### config.mk
export PLATFORM = sky130hd
export DESIGN_NAME = hive_rbus_mstr_flat
export DESIGN_NICKNAME = d
export VERILOG_FILES = /design/src/rtl/hive_rbus_mstr_if.sv /design/src/rtl/hive_rbus_mstr.sv /design/src/flat_wrapper.sv
export SDC_FILE = /design/constraint.sdc
export NUM_CORES = 1
export LEC_CHECK = 0
export CORE_MARGIN = 1.5
export CORE_UTILIZATION = 41
export CTS_CLUSTER_SIZE = 30
export DETAILED_ROUTE_END_ITERATION = 16
export PLACE_DENSITY = 0.81
export SLEW_MARGIN = 0
export SYNTH_ARGS = -nofsm -noshare
export SYNTH_HDL_FRONTEND = slang
export SYNTH_SLANG_ARGS = --single-unit
### constraint.sdc
create_clock -name clk_i -period 3.8 [get_ports clk_i]
set_input_delay 0.76 -clock clk_i [delete_from_list [all_inputs] [get_ports clk_i]]
set_output_delay 0.76 -clock clk_i [all_outputs]
set_load 0.02 [all_outputs]
### src/rtl/hive_rbus_mstr_if.sv
// hive_rbus_mstr_if: request, response and rbus signals of the rbus initiator.
// master = initiator side, slave = host/register side.
interface hive_rbus_mstr_if #(
    parameter int DATA_W = 32,
    parameter int ADDR_W = 8
);
    logic              req_vld_i;
    logic              req_rdy_o;
    logic [1:0]        req_op_i;
    logic [ADDR_W-1:0] req_addr_i;
    logic [DATA_W-1:0] req_data_i;
    logic              rsp_vld_o;
    logic              rsp_rdy_i;
    logic [DATA_W-1:0] rsp_data_o;
    logic              rsp_err_o;
    logic              busy_o;
    logic [ADDR_W-1:0] rbus_addr_o;
    logic              rbus_wr_o;
    logic              rbus_rd_o;
    logic [DATA_W-1:0] rbus_wr_data_o;
    logic [DATA_W-1:0] rbus_rd_data_i;

    modport master (
        input  req_vld_i, req_op_i, req_addr_i, req_data_i,
        input  rsp_rdy_i, rbus_rd_data_i,
        output req_rdy_o, rsp_vld_o, rsp_data_o, rsp_err_o,
        output busy_o, rbus_addr_o, rbus_wr_o, rbus_rd_o,
        output rbus_wr_data_o
    );

    modport slave (
        output req_vld_i, req_op_i, req_addr_i, req_data_i,
        output rsp_rdy_i, rbus_rd_data_i,
        input  req_rdy_o, rsp_vld_o, rsp_data_o, rsp_err_o,
        input  busy_o, rbus_addr_o, rbus_wr_o, rbus_rd_o,
        input  rbus_wr_data_o
    );
endinterface

### src/rtl/hive_rbus_mstr.sv
// hive_rbus_mstr: single-outstanding rbus initiator (WRITE/READ/SET/CLR).
// Define HIVE_RBUS_MSTR_RMW_EN to build the read-modify-write datapath.
module hive_rbus_mstr #(
    parameter int DATA_W = 32,
    parameter int ADDR_W = 8
) (
    input  logic              clk_i,
    input  logic              rst_i,
    hive_rbus_mstr_if.master  bus
);
    localparam logic [1:0] OP_WRITE = 2'd0;
    localparam logic [1:0] OP_READ  = 2'd1;
`ifdef HIVE_RBUS_MSTR_RMW_EN
    localparam logic [1:0] OP_SET   = 2'd2;
`endif

    typedef enum logic [2:0] {
        S_IDLE,
        S_RD,
        S_CAP,
        S_WR,
        S_RSP
    } state_t;

    state_t            state_q;
    logic [1:0]        op_q;
    logic [DATA_W-1:0] data_q;
    logic              req_rdy_q;
    logic              rsp_vld_q;
    logic [DATA_W-1:0] rsp_data_q;
    logic              rsp_err_q;
    logic              busy_q;
    logic [ADDR_W-1:0] addr_q;
    logic              wr_q;
    logic              rd_q;
    logic [DATA_W-1:0] wr_data_q;
    logic              rd_path_d;

`ifdef HIVE_RBUS_MSTR_RMW_EN
    logic [DATA_W-1:0] rd_data_q;
    logic [DATA_W-1:0] rmw_d;

    // Everything except WRITE needs the current register value first.
    assign rd_path_d = (bus.req_op_i != OP_WRITE);

    // Modified value built straight from the bus in the capture cycle.
    assign rmw_d = (op_q == OP_SET) ?
                   (bus.rbus_rd_data_i | data_q) :
                   (bus.rbus_rd_data_i & ~data_q);
`else
    // Without RMW only READ touches the read strobe.
    assign rd_path_d = (bus.req_op_i == OP_READ);
`endif

    // Transaction sequencer; every output is a register.
    always_ff @(posedge clk_i or posedge rst_i) begin
        if (rst_i) begin
            state_q    <= S_IDLE;
            op_q       <= OP_WRITE;
            data_q     <= '0;
            req_rdy_q  <= 1'b1;
            rsp_vld_q  <= 1'b0;
            rsp_data_q <= '0;
            rsp_err_q  <= 1'b0;
            busy_q     <= 1'b0;
            addr_q     <= '0;
            wr_q       <= 1'b0;
            rd_q       <= 1'b0;
            wr_data_q  <= '0;
`ifdef HIVE_RBUS_MSTR_RMW_EN
            rd_data_q  <= '0;
`endif
        end else begin
            case (state_q)
                S_IDLE: begin
                    if (bus.req_vld_i) begin
                        op_q      <= bus.req_op_i;
                        data_q    <= bus.req_data_i;
                        addr_q    <= bus.req_addr_i;
                        req_rdy_q <= 1'b0;
                        busy_q    <= 1'b1;
                        if (rd_path_d) begin
                            rd_q    <= 1'b1;
                            state_q <= S_RD;
                        end else begin
                            wr_q      <= 1'b1;
                            wr_data_q <= bus.req_data_i;
                            state_q   <= S_WR;
                        end
                    end
                end
                S_RD: begin
                    rd_q    <= 1'b0;
                    state_q <= S_CAP;
                end
                S_CAP: begin
`ifdef HIVE_RBUS_MSTR_RMW_EN
                    if (op_q == OP_READ) begin
                        rsp_vld_q  <= 1'b1;
                        rsp_data_q <= bus.rbus_rd_data_i;
                        rsp_err_q  <= 1'b0;
                        state_q    <= S_RSP;
                    end else begin
                        rd_data_q <= bus.rbus_rd_data_i;
                        wr_q      <= 1'b1;
                        wr_data_q <= rmw_d;
                        state_q   <= S_WR;
                    end
`else
                    rsp_vld_q  <= 1'b1;
                    rsp_data_q <= bus.rbus_rd_data_i;
                    rsp_err_q  <= 1'b0;
                    state_q    <= S_RSP;
`endif
                end
                S_WR: begin
                    wr_q      <= 1'b0;
                    rsp_vld_q <= 1'b1;
                    state_q   <= S_RSP;
`ifdef HIVE_RBUS_MSTR_RMW_EN
                    rsp_err_q  <= 1'b0;
                    rsp_data_q <= (op_q == OP_WRITE) ?
                                  data_q : rd_data_q;
`else
                    rsp_err_q  <= (op_q != OP_WRITE);
                    rsp_data_q <= data_q;
`endif
                end
                S_RSP: begin
                    if (bus.rsp_rdy_i) begin
                        rsp_vld_q <= 1'b0;
                        req_rdy_q <= 1'b1;
                        busy_q    <= 1'b0;
                        state_q   <= S_IDLE;
                    end
                end
                default: begin
                    rd_q      <= 1'b0;
                    wr_q      <= 1'b0;
                    rsp_vld_q <= 1'b0;
                    req_rdy_q <= 1'b1;
                    busy_q    <= 1'b0;
                    state_q   <= S_IDLE;
                end
            endcase
        end
    end

    assign bus.req_rdy_o      = req_rdy_q;
    assign bus.rsp_vld_o      = rsp_vld_q;
    assign bus.rsp_data_o     = rsp_data_q;
    assign bus.rsp_err_o      = rsp_err_q;
    assign bus.busy_o         = busy_q;
    assign bus.rbus_addr_o    = addr_q;
    assign bus.rbus_wr_o      = wr_q;
    assign bus.rbus_rd_o      = rd_q;
    assign bus.rbus_wr_data_o = wr_data_q;
endmodule

### src/flat_wrapper.sv
// flat-port wrapper written by rule: the top's interface ports become plain ports
module hive_rbus_mstr_flat 
#(
    parameter int DATA_W = 32,
    parameter int ADDR_W = 8
)
  (clk_i, rst_i, bus_req_vld_i, bus_req_op_i, bus_req_addr_i, bus_req_data_i, bus_rsp_rdy_i, bus_rbus_rd_data_i, bus_req_rdy_o, bus_rsp_vld_o, bus_rsp_data_o, bus_rsp_err_o, bus_busy_o, bus_rbus_addr_o, bus_rbus_wr_o, bus_rbus_rd_o, bus_rbus_wr_data_o);
  hive_rbus_mstr_if #(.DATA_W(DATA_W), .ADDR_W(ADDR_W)) bus_i ();
  input  logic clk_i;
  input  logic rst_i;
  input wire logic [$bits(bus_i.req_vld_i)-1:0] bus_req_vld_i;
  input wire logic [$bits(bus_i.req_op_i)-1:0] bus_req_op_i;
  input wire logic [$bits(bus_i.req_addr_i)-1:0] bus_req_addr_i;
  input wire logic [$bits(bus_i.req_data_i)-1:0] bus_req_data_i;
  input wire logic [$bits(bus_i.rsp_rdy_i)-1:0] bus_rsp_rdy_i;
  input wire logic [$bits(bus_i.rbus_rd_data_i)-1:0] bus_rbus_rd_data_i;
  output wire logic [$bits(bus_i.req_rdy_o)-1:0] bus_req_rdy_o;
  output wire logic [$bits(bus_i.rsp_vld_o)-1:0] bus_rsp_vld_o;
  output wire logic [$bits(bus_i.rsp_data_o)-1:0] bus_rsp_data_o;
  output wire logic [$bits(bus_i.rsp_err_o)-1:0] bus_rsp_err_o;
  output wire logic [$bits(bus_i.busy_o)-1:0] bus_busy_o;
  output wire logic [$bits(bus_i.rbus_addr_o)-1:0] bus_rbus_addr_o;
  output wire logic [$bits(bus_i.rbus_wr_o)-1:0] bus_rbus_wr_o;
  output wire logic [$bits(bus_i.rbus_rd_o)-1:0] bus_rbus_rd_o;
  output wire logic [$bits(bus_i.rbus_wr_data_o)-1:0] bus_rbus_wr_data_o;
  assign bus_i.req_vld_i = bus_req_vld_i;
  assign bus_i.req_op_i = bus_req_op_i;
  assign bus_i.req_addr_i = bus_req_addr_i;
  assign bus_i.req_data_i = bus_req_data_i;
  assign bus_i.rsp_rdy_i = bus_rsp_rdy_i;
  assign bus_i.rbus_rd_data_i = bus_rbus_rd_data_i;
  assign bus_req_rdy_o = bus_i.req_rdy_o;
  assign bus_rsp_vld_o = bus_i.rsp_vld_o;
  assign bus_rsp_data_o = bus_i.rsp_data_o;
  assign bus_rsp_err_o = bus_i.rsp_err_o;
  assign bus_busy_o = bus_i.busy_o;
  assign bus_rbus_addr_o = bus_i.rbus_addr_o;
  assign bus_rbus_wr_o = bus_i.rbus_wr_o;
  assign bus_rbus_rd_o = bus_i.rbus_rd_o;
  assign bus_rbus_wr_data_o = bus_i.rbus_wr_data_o;
  hive_rbus_mstr #(.DATA_W(DATA_W), .ADDR_W(ADDR_W)) u_core (.clk_i(clk_i), .rst_i(rst_i), .bus(bus_i));
endmodule
==> results.toml, run 1 <==
[status]
status = "finished clean"

[setup_path]
worstSetupPathType = "reg -> out"
critPathTopFamily = "buffers and inverters"
reg2reg_from = "u_core.state_q[2]$_DFFE_PP0P_"
slowest_delay_ns = 0.60
crit_chain = "clkdlybuf4s50_1"
crit_arrival_ns = 1.53
reg2reg_depth = 3
r2r_slack_ns = 1.87
crit_path_end_kind = "output port"
cp_slowest_cell = "clkdlybuf4s50_1"
critPathRequiredTime_ns = 3.04
cp_num_buf_inv = 1
path_max_fanout = 3
path_depth = 1
setup.worst_path.start_class = "register"
r2r-end = "u_core.bus.rbus_wr_data_o[13]$_DFFE_PP0P_"

[sta]
skew_ns = 0.00864
drv_slew = 0
hold-worst-slack_ns = 0.477
fin_crit_ns = 2.29
slew_headroom_pct = 32.9
finalCritPeriodShare_pct = 60.3
finalHoldViolations = 0
fmax_ghz = 0.437
rsz0062_at_grt = "false"
fin_tns_setup_ns = 0
worst_pin_slew_ns = 1.00
setup_viol = 0

[logic_synthesis]
synth-seq-cells = 115
yosysWarnings = 0
synthDistinctLibCells = 22
syn_nets = 414
synth_top_area_cell = "dfrtp_1"
synthArstFlopShare_pct = 100
ys_seq_area_share_pct = 60.8
synthMostInstantiatedCell = "dfrtp_1"
syn_avg_cell_area_um2 = 14.1
synthTopCellsByCount = "114 x dfrtp_1, 44 x mux2_2, 37 x o21ai_0"
syn_area_mm2 = 0.00474
synth_ff_type = "dfrtp_1"
synth_edf_count = 0
synthDominantCellAreaShare_pct = 60.2
synth.area.top_cells = "dfrtp_1 60%, mux2_2 10%, mux2_4 9.5%, mux2i_1 6.8%, o21ai_0 3.9%"
syn-instance-count = 336

[cts]
cts_tree = "done"
htreeDepth = 4
cts_setup_buffers = 0
clk_latency_ns = 0.40
cts_buffers = 17
clockRootBuffer = "clkbuf_16"
ctsResizeCount = 0
hold_buffers = 0
clockBufferDepth = 2
path_clk_slew_ns = 0.05
clock-sinks = 115

[placement]
place.gp.congestion = 0.750
placedCellCount = 620
hpwlAfterDp_mm = 7.49
io_buffers = 155

[routing]
post_drt_wl_per_cell_um = 17.1
drcViolationCount = 0
antenna_left = 0
drtPass1Iterations = 4
via_count = 3253
wl_mm = 11.1
drtIter0Drc = 112
vias_per_cell = 4.99

[die]
die_y_um = 110
core-area_mm2 = 0.0113
die_w_um = 110
die_area_mm2 = 0.0122
fp-row-count = 39
initial_core_util_pct = 41.8
ios = 156

[layout]
synthToLayoutAreaGrowth_pct = 48.9
drive_gt1_share_pct = 23.0
nets = 574
diodes = 0
fin_util_pct = 62.3
fin_cells = 652

[power_and_ir_drop]
power_density_mw_per_mm2 = 964
power.leakage_nw = 3.08
peakVddDrop_mv = 0.453
p_total_w = 0.00680

[hold_path]
worstHoldPathCells = 2
hold_path_class = "reg -> reg"
min-delay-start = "u_core.bus.rsp_data_o[19]$_DFFE_PP0P_"
min_to = "u_core.bus.rsp_data_o[19]$_DFFE_PP0P_"

[global_route]
antenna_found_initial = 0
grt_max_degree = 46
grt.total_usage_pct = 19.1
first_global_vias = 3513
grt_pass1_wl_mm = 18.3
grt-ovfl-total = 0

[job]
cap_violations = 0
-- area by class of cell --
class / instances / area [µm²]
Fill cell: 893 / 4270
Sequential cell: 115 / 2880
Multi-Input combinational cell: 198 / 1720
Timing Repair Buffer: 162 / 1620
Clock buffer: 22 / 474
Tap cell: 143 / 179
Clock inverter: 10 / 178
Inverter: 2 / 11.3
-- flip-flops by register name, summed over array words and instances, names as in the netlist, 2 cells and up --
register,flops
u_core.state_q,3
u_core.op_q,2
u_core.data_q,32
u_core.bus.rsp_data_o,32
u_core.bus.rbus_wr_data_o,32
u_core.bus.rbus_addr_o,8
-- power by group --
group / internal, W / switching, W / total, W / leakage, nW
sequential: 0.00186 / 0.000379 / 0.00224 / 1.37
clock: 0.00121 / 0.000526 / 0.00174 / 0.320
combinational: 0.00150 / 0.00132 / 0.00283 / 1.38
total: 0.00457 / 0.00223 / 0.00680 / 3.08
-- worst max-delay path by stage --
stage | startpoint | slack, ns | to
final | u_core.bus.req_rdy_o$_DFFE_PP1P_ | 1.51 | bus_req_rdy_o
after floorplan | rst_i | 1.64 | u_core.bus.busy_o$_DFFE_PP0P_
after global placement | bus_req_vld_i | 1.22 | u_core.bus.rbus_wr_data_o[19]$_DFFE_PP0P_
after CTS | u_core.bus.req_rdy_o$_DFFE_PP1P_ | 1.49 | bus_req_rdy_o
after global routing | u_core.bus.req_rdy_o$_DFFE_PP1P_ | 1.47 | bus_req_rdy_o
after detailed placement | bus_req_vld_i | 1.15 | u_core.bus.rbus_wr_data_o[13]$_DFFE_PP0P_
-- logic make-up (layout without fill, tap and decap cells) --
group           Yosys count  after routing  share of synthesized area (%)
simple gates             48             48                           4.65
flops                   115            115                           60.8
compound gates           44             44                           4.78
mux                     106            106                           26.7
buf+inv                  23            196                           3.06
-- cell usage in the layout (no fill, tap or decap) --
master,n
buf_4,6
clkinv_2,4
buf_12,1
mux2i_1,32
nor2b_1,1
nand2b_2,1
clkbuf_8,3
nand2_4,1
a21oi_1,5
o22a_1,1
clkbuf_16,17
clkdlybuf4s50_1,155
bufinv_16,5
mux2_2,44
or3_1,1
dfrtp_2,1
mux2_4,30
clkbuf_1,2
nor4b_4,1
nand2b_1,1
nor3_1,2
clkinvlp_4,2
o21ai_0,37
nand2_1,36
inv_1,1
dfstp_2,1
nor2_1,4
dfrtp_1,113
a21boi_0,1
-- layer usage --
layer	track usage [%]	vias to the layer above	wire, µm
met5	0	-	0
met4	6.41	0	102
met3	5.71	11	611
met2	31.9	110	5600
met1	23.7	1647	4820
li1	-	1485	-
-- per-stage QoR --
stage	setup slack (ns)	cell area (µm²)
2_1_floorplan	1.64	4740
3_3_place_gp	1.22	6400
3_5_place_dp	1.15	6400
4_1_cts	1.49	7050
5_1_grt	1.47	7050
6_report	1.51	7050
-- worst reg2reg max path, stage by stage (launching register included) --
cell	delay, ns
dfrtp_1	0.49
nor4b_4	0.42
nand2_4	0.43
mux2_4	0.47
(Power assumes the default switching activity.)
==> inputs of run 2 (changes only) <==
==> constraint.sdc (replaced) <==
create_clock -name clk_i -period 2.1 [get_ports clk_i]
set_input_delay 0.42 -clock clk_i [delete_from_list [all_inputs] [get_ports clk_i]]
set_output_delay 0.42 -clock clk_i [all_outputs]
set_load 0.02 [all_outputs]
==> results.toml, run 2 (synthesized netlist as in run 1, its figures left out) <==
[die]
ios = 156
core-area_mm2 = 0.0113
die_area_mm2 = 0.0122
die_w_um = 110
fp-row-count = 39
die_y_um = 110
initial_core_util_pct = 41.8

[power_and_ir_drop]
power.leakage_nw = 3.08
p_total_w = 0.0119
peakVddDrop_mv = 0.933
power_density_mw_per_mm2 = 1690

[cts]
cts_setup_buffers = 0
clockRootBuffer = "clkbuf_16"
ctsResizeCount = 0
hold_buffers = 0
clk_latency_ns = 0.41
path_clk_slew_ns = 0.05
cts_buffers = 17
clockBufferDepth = 2
cts_tree = "done"
clock-sinks = 115
htreeDepth = 4

[setup_path]
cp_slowest_cell = "clkdlybuf4s50_1"
path_depth = 1
cp_num_buf_inv = 1
reg2reg_depth = 3
critPathTopFamily = "buffers and inverters"
worstSetupPathType = "reg -> out"
crit_path_end_kind = "output port"
path_max_fanout = 3
crit_chain = "clkdlybuf4s50_1"
setup.worst_path.start_class = "register"
critPathRequiredTime_ns = 1.68
slowest_delay_ns = 0.60
crit_arrival_ns = 1.54

[global_route]
grt-ovfl-total = 0
first_global_vias = 3552
grt.total_usage_pct = 19.5
grt_pass1_wl_mm = 18.5
grt_max_degree = 69
antenna_found_initial = 0

[routing]
drtPass1Iterations = 4
via_count = 3268
drtIter0Drc = 124
vias_per_cell = 4.98
post_drt_wl_per_cell_um = 17.1
drcViolationCount = 0
wl_mm = 11.2
antenna_left = 0

[layout]
fin_cells = 656
drive_gt1_share_pct = 23.6
final_common_cell = "clkdlybuf4s50_1"
nets = 579
synthToLayoutAreaGrowth_pct = 48.5
stdcell_area_mm2 = 0.00704
layout_common_cells = "155 x clkdlybuf4s50_1, 113 x dfrtp_1, 44 x mux2_2"
diodes = 0

[placement]
io_buffers = 155
placedCellCount = 625
hpwlAfterDp_mm = 7.78
place_ws_ns = -0.0157
place.gp.congestion = 0.712
placed_cell_area_mm2 = 0.00646

[sta]
worst_pin_slew_ns = 0.384
fin_crit_ns = 1.96
setup_viol = 0
hold-worst-slack_ns = 0.464
fmax_ghz = 0.509
setup_ws_ns = 0.137
finalHoldViolations = 0
finalCritPeriodShare_pct = 93.5
rsz0062_at_grt = "false"
drv_slew = 0
skew_ns = 0.0106
slew_headroom_pct = 74.3

[status]
status = "finished clean"

[job]
cap_violations = 0

[hold_path]
hold_path_class = "in -> async"
[run 2: cell count changes in the layout (fill, tap and decap cells not counted)]
cell,before,now
clkbuf_8,3,9
bufinv_16,5,0
buf_4,6,9
buf_12,1,3
clkinv_2,4,3
clkinvlp_4,2,1
[run 2: final cells by class]
cell class / instances / area, µm²
Clock inverter: 3 / 15.0
Fill cell: 875 / 4280
Tap cell: 143 / 179
Clock buffer: 28 / 557
Multi-Input combinational cell: 198 / 1720
Inverter: 2 / 11.3
Sequential cell: 115 / 2880
Timing Repair Buffer: 167 / 1680
[run 2: path summary, 6_finish.rpt]
check / from / to / slack (ns)
max: u_core.bus.req_rdy_o$_DFFE_PP1P_ / bus_req_rdy_o / 0.14
min: rst_i / u_core.bus.rbus_wr_data_o[8]$_DFFE_PP0P_ / 0.46
max reg2reg: u_core.state_q[2]$_DFFE_PP0P_ / u_core.op_q[0]$_DFFE_PP0P_ / 0.33
min reg2reg: u_core.bus.rsp_data_o[29]$_DFFE_PP0P_ / u_core.bus.rsp_data_o[29]$_DFFE_PP0P_ / 0.48
max in group asynchronous: rst_i / u_core.state_q[0]$_DFFE_PP0P_ / 1.28
min in group clk_i: u_core.bus.rsp_data_o[29]$_DFFE_PP0P_ / u_core.bus.rsp_data_o[29]$_DFFE_PP0P_ / 0.48
[run 2: stage by stage]
| step | TNS [ns] | utilization (%) |
|---|---|---|
| after floorplan | 0 | - |
| after global placement | 0 | 57.1 |
| after detailed placement | -0.0377 | 57.1 |
| after CTS | 0 | 62.2 |
| after global routing | 0 | 62.2 |
| final | 0 | 62.2 |
[run 2: layer usage]
| metal | track usage, % | share of wire (%) |
|---|---|---|
| met1 | 23.2 | 42 |
| met2 | 32.1 | 50 |
| met3 | 7.68 | 6.4 |
| met4 | 6.58 | 1.5 |
| met5 | 0 | 0 |
[run 2: power breakdown]
part | switching [W] | internal (W)
registers | 0.000668 | 0.00336
logic | 0.00241 | 0.00277
clock network | 0.000916 | 0.00178
total | 0.00399 | 0.00791
==> inputs of run 3 (changes only) <==
--- a/config.mk
+++ b/config.mk
@@ -5,12 +5,11 @@
 export SDC_FILE = /design/constraint.sdc
 export NUM_CORES = 1
 export LEC_CHECK = 0
-export CORE_MARGIN = 1.5
 export CORE_UTILIZATION = 41
 export CTS_CLUSTER_SIZE = 30
 export DETAILED_ROUTE_END_ITERATION = 16
 export PLACE_DENSITY = 0.81
-export SLEW_MARGIN = 0
+export SLEW_MARGIN = 5
 export SYNTH_ARGS = -nofsm -noshare
 export SYNTH_HDL_FRONTEND = slang
 export SYNTH_SLANG_ARGS = --single-unit
==> results.toml, run 3 (synthesized netlist as in run 1, its figures left out) <==
[routing]
vias_per_cell = 4.95
via_count = 3234
highest_layer = "met4"
wl_met2_mm = 5.57
wl_mm = 11.0
route.met3.wl_um = 703
post_drt_wl_per_cell_um = 16.8
wl_met1_mm = 4.67
drcViolationCount = 0
drtPass1Iterations = 4
antenna_left = 0
drtIter0Drc = 151

[cts]
clockRootBuffer = "clkbuf_16"
clockBufferDepth = 2
ctsResizeCount = 0
clk_latency_ns = 0.39
cts_setup_buffers = 0
path_clk_slew_ns = 0.05
cts_buffers = 17
clock-sinks = 115
cts_tree = "done"
hold_buffers = 0
htreeDepth = 4

[sta]
skew_ns = 0.00581
rsz0062_at_grt = "false"
worst_pin_slew_ns = 0.666
fmax_ghz = 0.513
fin_tns_setup_ns = 0
setup_viol = 0
setup_ws_ns = 0.149
fin_crit_ns = 1.95
finalHoldViolations = 0
hold-worst-slack_ns = 0.329
drv_slew = 0
slew_headroom_pct = 55.6
finalCritPeriodShare_pct = 92.9

[power_and_ir_drop]
p_int_w = 0.00808
pwr-share-clk_pct = 23.5
p_sw_share_pct = 33.2
peakVddDrop_mv = 0.887
pwr-share-comb_pct = 42.9
p_sw_w = 0.00401
power.leakage_nw = 3.10
seq_power_share_pct = 33.6
power_density_mw_per_mm2 = 1700

[status]
status = "finished clean"

[layout]
diodes = 0
nets = 580
final_common_cell = "clkdlybuf4s50_1"
fin_util_pct = 64.3
layout_common_cells = "155 x clkdlybuf4s50_1, 113 x dfrtp_1, 44 x mux2_2"
synthToLayoutAreaGrowth_pct = 49.8
drive_gt1_share_pct = 23.8

[placement]
hpwlAfterDp_mm = 7.66
place.gp.congestion = 0.757
place_ws_ns = 0.0309
io_buffers = 155

[global_route]
grt_pass1_wl_mm = 17.2
grt-ovfl-total = 0
grt_max_degree = 49
first_global_vias = 3455
antenna_found_initial = 0
grt.total_usage_pct = 19.1

[setup_path]
worstSetupPathType = "reg -> out"
r2r_slack_ns = 0.37
cp-startpoint = "u_core.bus.req_rdy_o$_DFFE_PP1P_"
path_depth = 1
path_max_fanout = 3
setup.worst_path.start_class = "register"
critPathRequiredTime_ns = 1.68
reg2reg_depth = 4
critPathTopFamily = "buffers and inverters"
crit_path_end_kind = "output port"
crit_arrival_ns = 1.53
cp_slowest_cell = "clkdlybuf4s50_1"
slowest_delay_ns = 0.61
reg2reg_from = "u_core.state_q[2]$_DFFE_PP0P_"
cp_num_buf_inv = 1
crit_chain = "clkdlybuf4s50_1"

[die]
ios = 156
die_y_um = 109
fp-row-count = 38
die_area_mm2 = 0.0120
die_w_um = 109
core-area_mm2 = 0.0110
initial_core_util_pct = 42.9

[hold_path]
hold_path_class = "in -> async"

[job]
cap_violations = 0
## run 3: path summary, 6_finish.rpt
kind                                                            end
min reg2reg                   u_core.bus.rsp_data_o[27]$_DFFE_PP0P_
max                                                   bus_req_rdy_o
max in group asynchronous  u_core.bus.rbus_wr_data_o[6]$_DFFE_PP0P_
min                                u_core.bus.rsp_vld_o$_DFFE_PP0P_
min in group clk_i            u_core.bus.rsp_data_o[27]$_DFFE_PP0P_
max reg2reg                           u_core.data_q[27]$_DFFE_PP0P_
## run 3: layout make-up
class                      instances  area [µm²]
fill                             811        3930
inverter                           2        11.3
tap                              140         175
clock buffer                      20         457
multi-input combinational        198        1720
timing repair buffer             168        1720
clock inverter                    10         134
sequential                       115        2880
## run 3: metal layers
metal,vias up,global-route usage [%]
li1,1500,-
met1,1619,23.2
met2,111,32.4
met3,4,6.82
met4,0,4.57
met5,-,0
## run 3: power by group through the flow
| stage | registers (W) | clock network [W] | logic (W) |
|---|---|---|---|
| floorplan | 0.00482 | 0 | 0.00223 |
| global placement | 0.00400 | 0 | 0.00511 |
| detailed placement | 0.00407 | 0 | 0.00524 |
| CTS | 0.00406 | 0.00290 | 0.00526 |
| global route | 0.00418 | 0.00302 | 0.00556 |
| finish | 0.00406 | 0.00284 | 0.00519 |
## run 3: per-stage QoR
stage          std cells  cell area [µm²]  power (W)
5_1_grt              653             7100     0.0128
2_1_floorplan        336             4740    0.00704
4_1_cts              653             7100     0.0122
3_5_place_dp         623             6510    0.00931
3_3_place_gp         623             6510    0.00910
6_report             653             7100     0.0121
